<file path="src/rtl/logic_gate_unit_pipe.sv">
// logic_gate_unit_pipe: single-register bitwise gate stage with valid/ready
// handshake, chain mode (previous result reused as operand A) and registered
// AND/OR/XOR reduction flags.
// Optional accepted-beat counter is built only when LGU_BEAT_CNT_EN is defined;
// otherwise beat_cnt_out is tied to zero.
module logic_gate_unit_pipe #(
  parameter int WIDTH = 8,
  parameter int CNT_W = 16
) (
  input  logic             clk_in,
  input  logic             rst_n_in,
  input  logic             in_valid_in,
  output logic             in_ready_out,
  input  logic [2:0]       op_in,
  input  logic             chain_in,
  input  logic [WIDTH-1:0] a_in,
  input  logic [WIDTH-1:0] b_in,
  output logic             out_valid_out,
  input  logic             out_ready_in,
  output logic [WIDTH-1:0] result_out,
  output logic             red_and_out,
  output logic             red_or_out,
  output logic             red_xor_out,
  output logic [CNT_W-1:0] beat_cnt_out
);

  // Parity of a result word.
  function automatic logic parity_f(input logic [WIDTH-1:0] v);
    return ^v;
  endfunction

  // Registered state. The accumulator is the same value as the result register:
  // both load only on accept and both clear on reset, so one register serves both.
  logic             valid_q, valid_d;
  logic [WIDTH-1:0] result_q, result_d;
  logic             red_and_q, red_and_d;
  logic             red_or_q, red_or_d;
  logic             red_xor_q, red_xor_d;

  logic             accept_s;
  logic [WIDTH-1:0] a_eff_s;
  logic [WIDTH-1:0] gate_s;

  // Ready whenever the output slot is empty or being drained; never in reset.
  assign in_ready_out = rst_n_in & (~valid_q | out_ready_in);
  assign accept_s     = in_valid_in & in_ready_out;
  assign a_eff_s      = chain_in ? result_q : a_in;

  // Gate function selected by opcode.
  always_comb begin
    gate_s = {WIDTH{1'b0}};
    case (op_in)
      3'd0:    gate_s = ~a_eff_s;
      3'd1:    gate_s = a_eff_s;
      3'd2:    gate_s = a_eff_s & b_in;
      3'd3:    gate_s = a_eff_s | b_in;
      3'd4:    gate_s = ~(a_eff_s & b_in);
      3'd5:    gate_s = ~(a_eff_s | b_in);
      3'd6:    gate_s = a_eff_s ^ b_in;
      3'd7:    gate_s = ~(a_eff_s ^ b_in);
      default: gate_s = {WIDTH{1'b0}};
    endcase
  end

  // Next-state for the output stage: load on accept, clear valid on drain, else hold.
  always_comb begin
    valid_d   = valid_q;
    result_d  = result_q;
    red_and_d = red_and_q;
    red_or_d  = red_or_q;
    red_xor_d = red_xor_q;
    if (accept_s) begin
      valid_d   = 1'b1;
      result_d  = gate_s;
      red_and_d = &gate_s;
      red_or_d  = |gate_s;
      red_xor_d = parity_f(gate_s);
    end else if (out_ready_in) begin
      valid_d   = 1'b0;
    end else begin
      valid_d   = valid_q;
    end
  end

  // Output stage registers with synchronous active-low reset.
  always_ff @(posedge clk_in) begin
    if (!rst_n_in) begin
      valid_q   <= 1'b0;
      result_q  <= {WIDTH{1'b0}};
      red_and_q <= 1'b0;
      red_or_q  <= 1'b0;
      red_xor_q <= 1'b0;
    end else begin
      valid_q   <= valid_d;
      result_q  <= result_d;
      red_and_q <= red_and_d;
      red_or_q  <= red_or_d;
      red_xor_q <= red_xor_d;
    end
  end

  assign out_valid_out = valid_q;
  assign result_out    = result_q;
  assign red_and_out   = red_and_q;
  assign red_or_out    = red_or_q;
  assign red_xor_out   = red_xor_q;

`ifdef LGU_BEAT_CNT_EN
  logic [CNT_W-1:0] cnt_q, cnt_d;

  // Beat counter next-state: count accepts, wrap naturally.
  always_comb begin
    cnt_d = cnt_q;
    if (accept_s) begin
      cnt_d = cnt_q + CNT_W'(1);
    end else begin
      cnt_d = cnt_q;
    end
  end

  // Beat counter register.
  always_ff @(posedge clk_in) begin
    if (!rst_n_in) begin
      cnt_q <= {CNT_W{1'b0}};
    end else begin
      cnt_q <= cnt_d;
    end
  end

  assign beat_cnt_out = cnt_q;
`else
  assign beat_cnt_out = {CNT_W{1'b0}};
`endif

endmodule
</file>
<file path="config.mk">
export PLATFORM = sky130hd
export DESIGN_NAME = logic_gate_unit_pipe
export DESIGN_NICKNAME = d
export VERILOG_FILES = /design/src/rtl/logic_gate_unit_pipe.sv
export SDC_FILE = /design/constraint.sdc
export NUM_CORES = 1
export LEC_CHECK = 0
export ABC_AREA = 1
export CAP_MARGIN = 10
export CORE_MARGIN = 4
export CORE_UTILIZATION = 42
export CTS_CLUSTER_SIZE = 28
export DETAILED_ROUTE_END_ITERATION = 6
export GPL_TIMING_DRIVEN = 1
export MAX_ROUTING_LAYER = met4
export PLACE_DENSITY = 0.71
export SLEW_MARGIN = 15
export SYNTH_ARGS = -nofsm -noshare
export SYNTH_HDL_FRONTEND = slang
export SYNTH_SLANG_ARGS = --single-unit
</file>
<file path="constraint.sdc">
create_clock -name clk_in -period 2.85 [get_ports clk_in]
set_clock_uncertainty 0.15 [all_clocks]
set_input_delay 0.285 -clock clk_in [delete_from_list [all_inputs] [get_ports clk_in]]
set_output_delay 0.285 -clock clk_in [all_outputs]
set_load 0.05 [all_outputs]
</file>
Word-level counts from Yosys, hierarchy flattened

Cells that the tools add are included.

Equality and inequality tests: 7
Mux-type cells: 4
Bitwise gates (word level): 11
Reductions and logical operators: 5

Operators by type and width:

| operator           | number |
|---|---|
| $pmux 8 s8         | 1 |
| $not 8->8          | 4 |
| $eq 3x3->1 const B | 4 |
| $and 8x8->8        | 1 |
| $mux 8             | 1 |
| $or 8x8->8         | 1 |
| $reduce_and 8->1   | 1 |
| $reduce_or 8->1    | 1 |
| $reduce_xor 8->1   | 1 |
| $xor 8x8->8        | 1 |
| $eq 3x2->1 const B | 2 |
| $eq 3x1->1 const B | 1 |
| $logic_not 3->1    | 1 |
| $and 1x1->1        | 2 |
| $mux 1             | 2 |
| $reduce_bool 2->1  | 1 |
| $not 1->1          | 1 |
| $or 1x1->1         | 1 |

Register bits: 12
Input port bits: 24
Output and inout port bits: 29
Logic and storage cells: 32

Logic depth before layout (Yosys ltp)

Depth after elaboration: 5
Depth in mapped cells: 17
Mapped depth without buffers: 16

Worst setup path after synthesis

No wires, ideal clock.

Path kind: reg2reg
Start point: reg result_q[5], in the netlist result_out[5]
End point: reg red_xor_q, in the netlist red_xor_out
Setup time: 0.122 ns
Arrival time: 2.211 ns
Slack: 0.368 ns
Cell stages (with the launch flop): 16
Path buffers: 0
Path through: dfxtp_1 -> nand2_1 -> nand2_1 -> inv_1 -> ha_1 -> inv_1 -> nand4_1 -> nand2_1 -> nor2_1 -> nand2_1 -> nand2_1 -> inv_1 -> ha_1 -> xnor2_1 -> xnor2_1 -> mux2i_1

Cells in the longest elaborated chain, start to end: 5

Ends and longest elaborated chain:

| item                                | line       | source |
|---|---|---|
| start: declaration                  | 35         | `logic [WIDTH-1:0] result_q, result_d;` |
| start signal: assignment            | 89         | `result_q <= {WIDTH{1'b0}};` |
| start signal: assignment            | 95         | `result_q <= result_d;` |
| $mux 8 *                            | 47         | `assign a_eff_s = chain_in ? result_q : a_in;` |
| $xor 8x8->8 (tied with other cells) | 59, 60     |  |
| $not 8->8 (on tied branches)        | 60, 57, 58 |  |
| $pmux 8 s8 *                        | 52         | `case (op_in)` |
| named net gate_s[5]                 | 42         | `logic [WIDTH-1:0] gate_s;` |
| $reduce_xor 8->1 *                  | 29         | `return ^v;` |
| end signal: assignment              | 98         | `red_xor_q <= red_xor_d;` |
| end: declaration                    | 38         | `logic red_xor_q, red_xor_d;` |

Mark *: on every way through the listed nets, which the timed path passes. The rest lies on a longest branch.
A chain may end at the register's enable or synchronous reset.

Final worst setup path

Start point: in chain_in
End point: reg red_xor_q, in the netlist red_xor_out

Cells in the longest elaborated chain, start to end: 5

Ends and longest elaborated chain:

| item                                | line       | source |
|---|---|---|
| start: declaration                  | 15         | `input logic chain_in,` |
| $mux 8 *                            | 47         |  |
| $xor 8x8->8 (tied with other cells) | 59, 60     |  |
| $not 8->8 (on tied branches)        | 60, 57, 58 |  |
| $pmux 8 s8 *                        | 52         |  |
| named net gate_s[4]                 | 42         |  |
| $reduce_xor 8->1 *                  | 29         |  |

Marked as above.

==> summary.md <==
| Metric | Value |
|---|---|
| Status | finished clean |
| Die H | 74.7 um |
| Vias | 1954 |
| Static leakage | 1.28 nW |
| Final Max Tran Viols | 0 |
| Most frequent cell after synthesis | nand2_1 |
| Max IR drop VDD | 0.000269 V |
| Post-route ant nets | 0 |
| Leading area contributor after synthesis | nand2_1 |
| Initial drt markers | 170 |
| Final hold vios | 0 |
| Row count | 23 |
| Mapped Cells | 306 |
| Crit path max fanout | 12 |
| Antenna violations before repair | 0 |
| Worst Tran Pin Value | 508 ps |
| Vias in the first global route | 1712 |
| # diodes | 0 |
| Clock latency at the later pin of the worst-skew pair | 230 ps |
| Via density | 4.91 |
| First drt pass iteration count | 4 |
| Synth Area per Inst | 6.10 um^2 |
| H-Tree Depth | 1 |
| Post-synth ARST share | 0% |
| Most common flop cell mapped by yosys | dfxtp_1 |
| Power Density | 364 nW/um^2 |
| Startpoint Class | input pin |
| Buffers on Ports | 36 |
| Total grt overflow | 0 |
| Total Routing Usage GR | 17.3% |
| Worst rel slew slack | 66.0% |
| Seq/Total Area, Yosys | 12.9% |
| Netlist Area Pre-Place | 1870 um^2 |
| Initial Util | 45.0% |
| CTS root buf | clkbuf_8 |
| Die area | 5580 um^2 |
| Critical Path RT | 2810 ps |
| Max clock buf depth | 2 |
| Fillcell total | 423 |
| # setup viols final | 0 |
| Pin count of the biggest net entering global routing | 19 |
| Clk pin slew, worst setup/hold paths | 50 ps |
| YS warnings | 0 |
| Routed length per placed instance | 11.5 um |
| Synth top cells by count | nand2_1, inv_1, nand4_1 |
| Hpwl dp | 3.63 mm |
| Setup bufs post-CTS | 0 |
| CP Capture Type | register |
| Post-route worst setup slack | 195 ps |
| Post-synth top area share | 16.9% |
| Layout cells sized above 1 | 11.8% |
| CTS tree | yes |
| Synth Register Bits | 12 |
| Die X | 74.7 um |
| # resized after CTS | 0 |
| DP Worst Slack | -89.1 ps |
| First-pass GRT wire length | 7.50 mm |
| # IOs | 53 |
| CTS sink cnt | 12 |
| CTS buffer count | 3 |
| Routed Wire Length | 4.58 mm |
| Max Cap Viol | 0 |
| Core area | 4140 um^2 |
| CTS hold repair buffers | 0 |
| Min Tclk post-route | 2650 ps |
| Max Clock Freq | 377 MHz |
| Area Overhead vs Synth | 23.8% |
| Worst EP arrival | 2610 ps |
| RSZ-0062 raised after global routing | no |
| Yosys cell types | 23 |
| Top cells by area, synth | nand2_1, ha_1, dfxtp_1 |
| Tot Pwr | 0.000841 W |
| Post-synth EDFFs | 0 |
| Final period util | 93.1% |
| DRC | 0 |
| GPL Wtd Cong | 0.918 |
| Final nets | 398 |
| Hold Crit Class | register to register |
| Crit path kind | input pin to register |
## critical path, stage by stage
cell and delay, ps:
clkdlybuf4s50_1 390, buf_4 180, inv_2 90, nand2_1 50
nand2_1 120, inv_1 60, ha_1 290, inv_1 40
nand4_1 50, nand2_1 50, nor2_1 100, nand2_1 80
nand2_1 100, inv_1 50, ha_1 280, xnor2_1 170
xnor2_1 130, mux2i_1 70
## kinds of logic after synthesis
kind of cell	Yosys count	share of synthesized area (%)
mux	1	0.536
flops	12	12.9
fa+ha+maj	24	16.1
buf+inv	82	22.3
xor+xnor	3	1.41
other cells	1	0.201
compound gates	10	2.88
simple gates	173	43.8
## worst paths after layout
path         slack [ps]                        to                  startpoint  depth (start not counted)
max                 200  red_xor_out$_SDFFE_PN0P_                    chain_in                         18
min                 310   red_or_out$_SDFFE_PN0P_     red_or_out$_SDFFE_PN0P_                          2
max reg2reg         550  red_xor_out$_SDFFE_PN0P_  result_out[4]$_SDFFE_PN0P_                         15
min reg2reg         310   red_or_out$_SDFFE_PN0P_     red_or_out$_SDFFE_PN0P_                          2
## layer usage
metal	GRT usage (%)	share of wire (%)
met1	23.1	45
met2	28.0	47
met3	3.74	7.6
met4	1.58	0
met5	-	0
## final cells by class
| class | instances | area (um^2) | share of cell area (%) |
|---|---|---|---|
| sequential | 12 | 240 | 10.4 |
| clock buffer | 3 | 41.3 | 1.79 |
| tap | 50 | 62.6 | 2.71 |
| multi-input combinational | 227 | 1270 | 55.1 |
| inverter | 51 | 191 | 8.28 |
| timing repair buffer | 55 | 503 | 21.8 |
## report_power, final
group | leakage [nW] | internal (W) | switching, W
logic | 1.16 | 0.000185 | 0.000307
clock network | 0.0216 | 0.0000923 | 0.0000524
registers | 0.0987 | 0.000189 | 0.0000150
## metrics by stage
step                hold WS (ps)  TNS [ps]  util [%]  instance area, um^2  std cells
finish                       311         0      55.8                 2310        398
global placement             304     -43.6      54.6                 2260        395
detailed placement           306     -89.1      54.6                 2260        395
CTS                          313         0      55.6                 2310        398
floorplan                    256         0         -                 1920        321
global route                 349         0      55.8                 2310        398
## cell usage in the layout (no fill, tap or decap), drive strengths merged
cell type and n:
a21oi 1, buf 19, clkbuf 3, clkdlybuf4s50 36
conb 16, dfxtp 12, ha 24, inv 51
mux2i 1, nand2 85, nand3 25, nand3b 3
nand4 34, nor2 26, o21ai 9, xnor2 3
## sequential cells by signal, summed over array words and instances, names as in the netlist
register       cells
out_valid_out      1
red_or_out         1
red_xor_out        1
red_and_out        1
result_out         8
No activity file was read; power rests on OpenSTA's default activity.
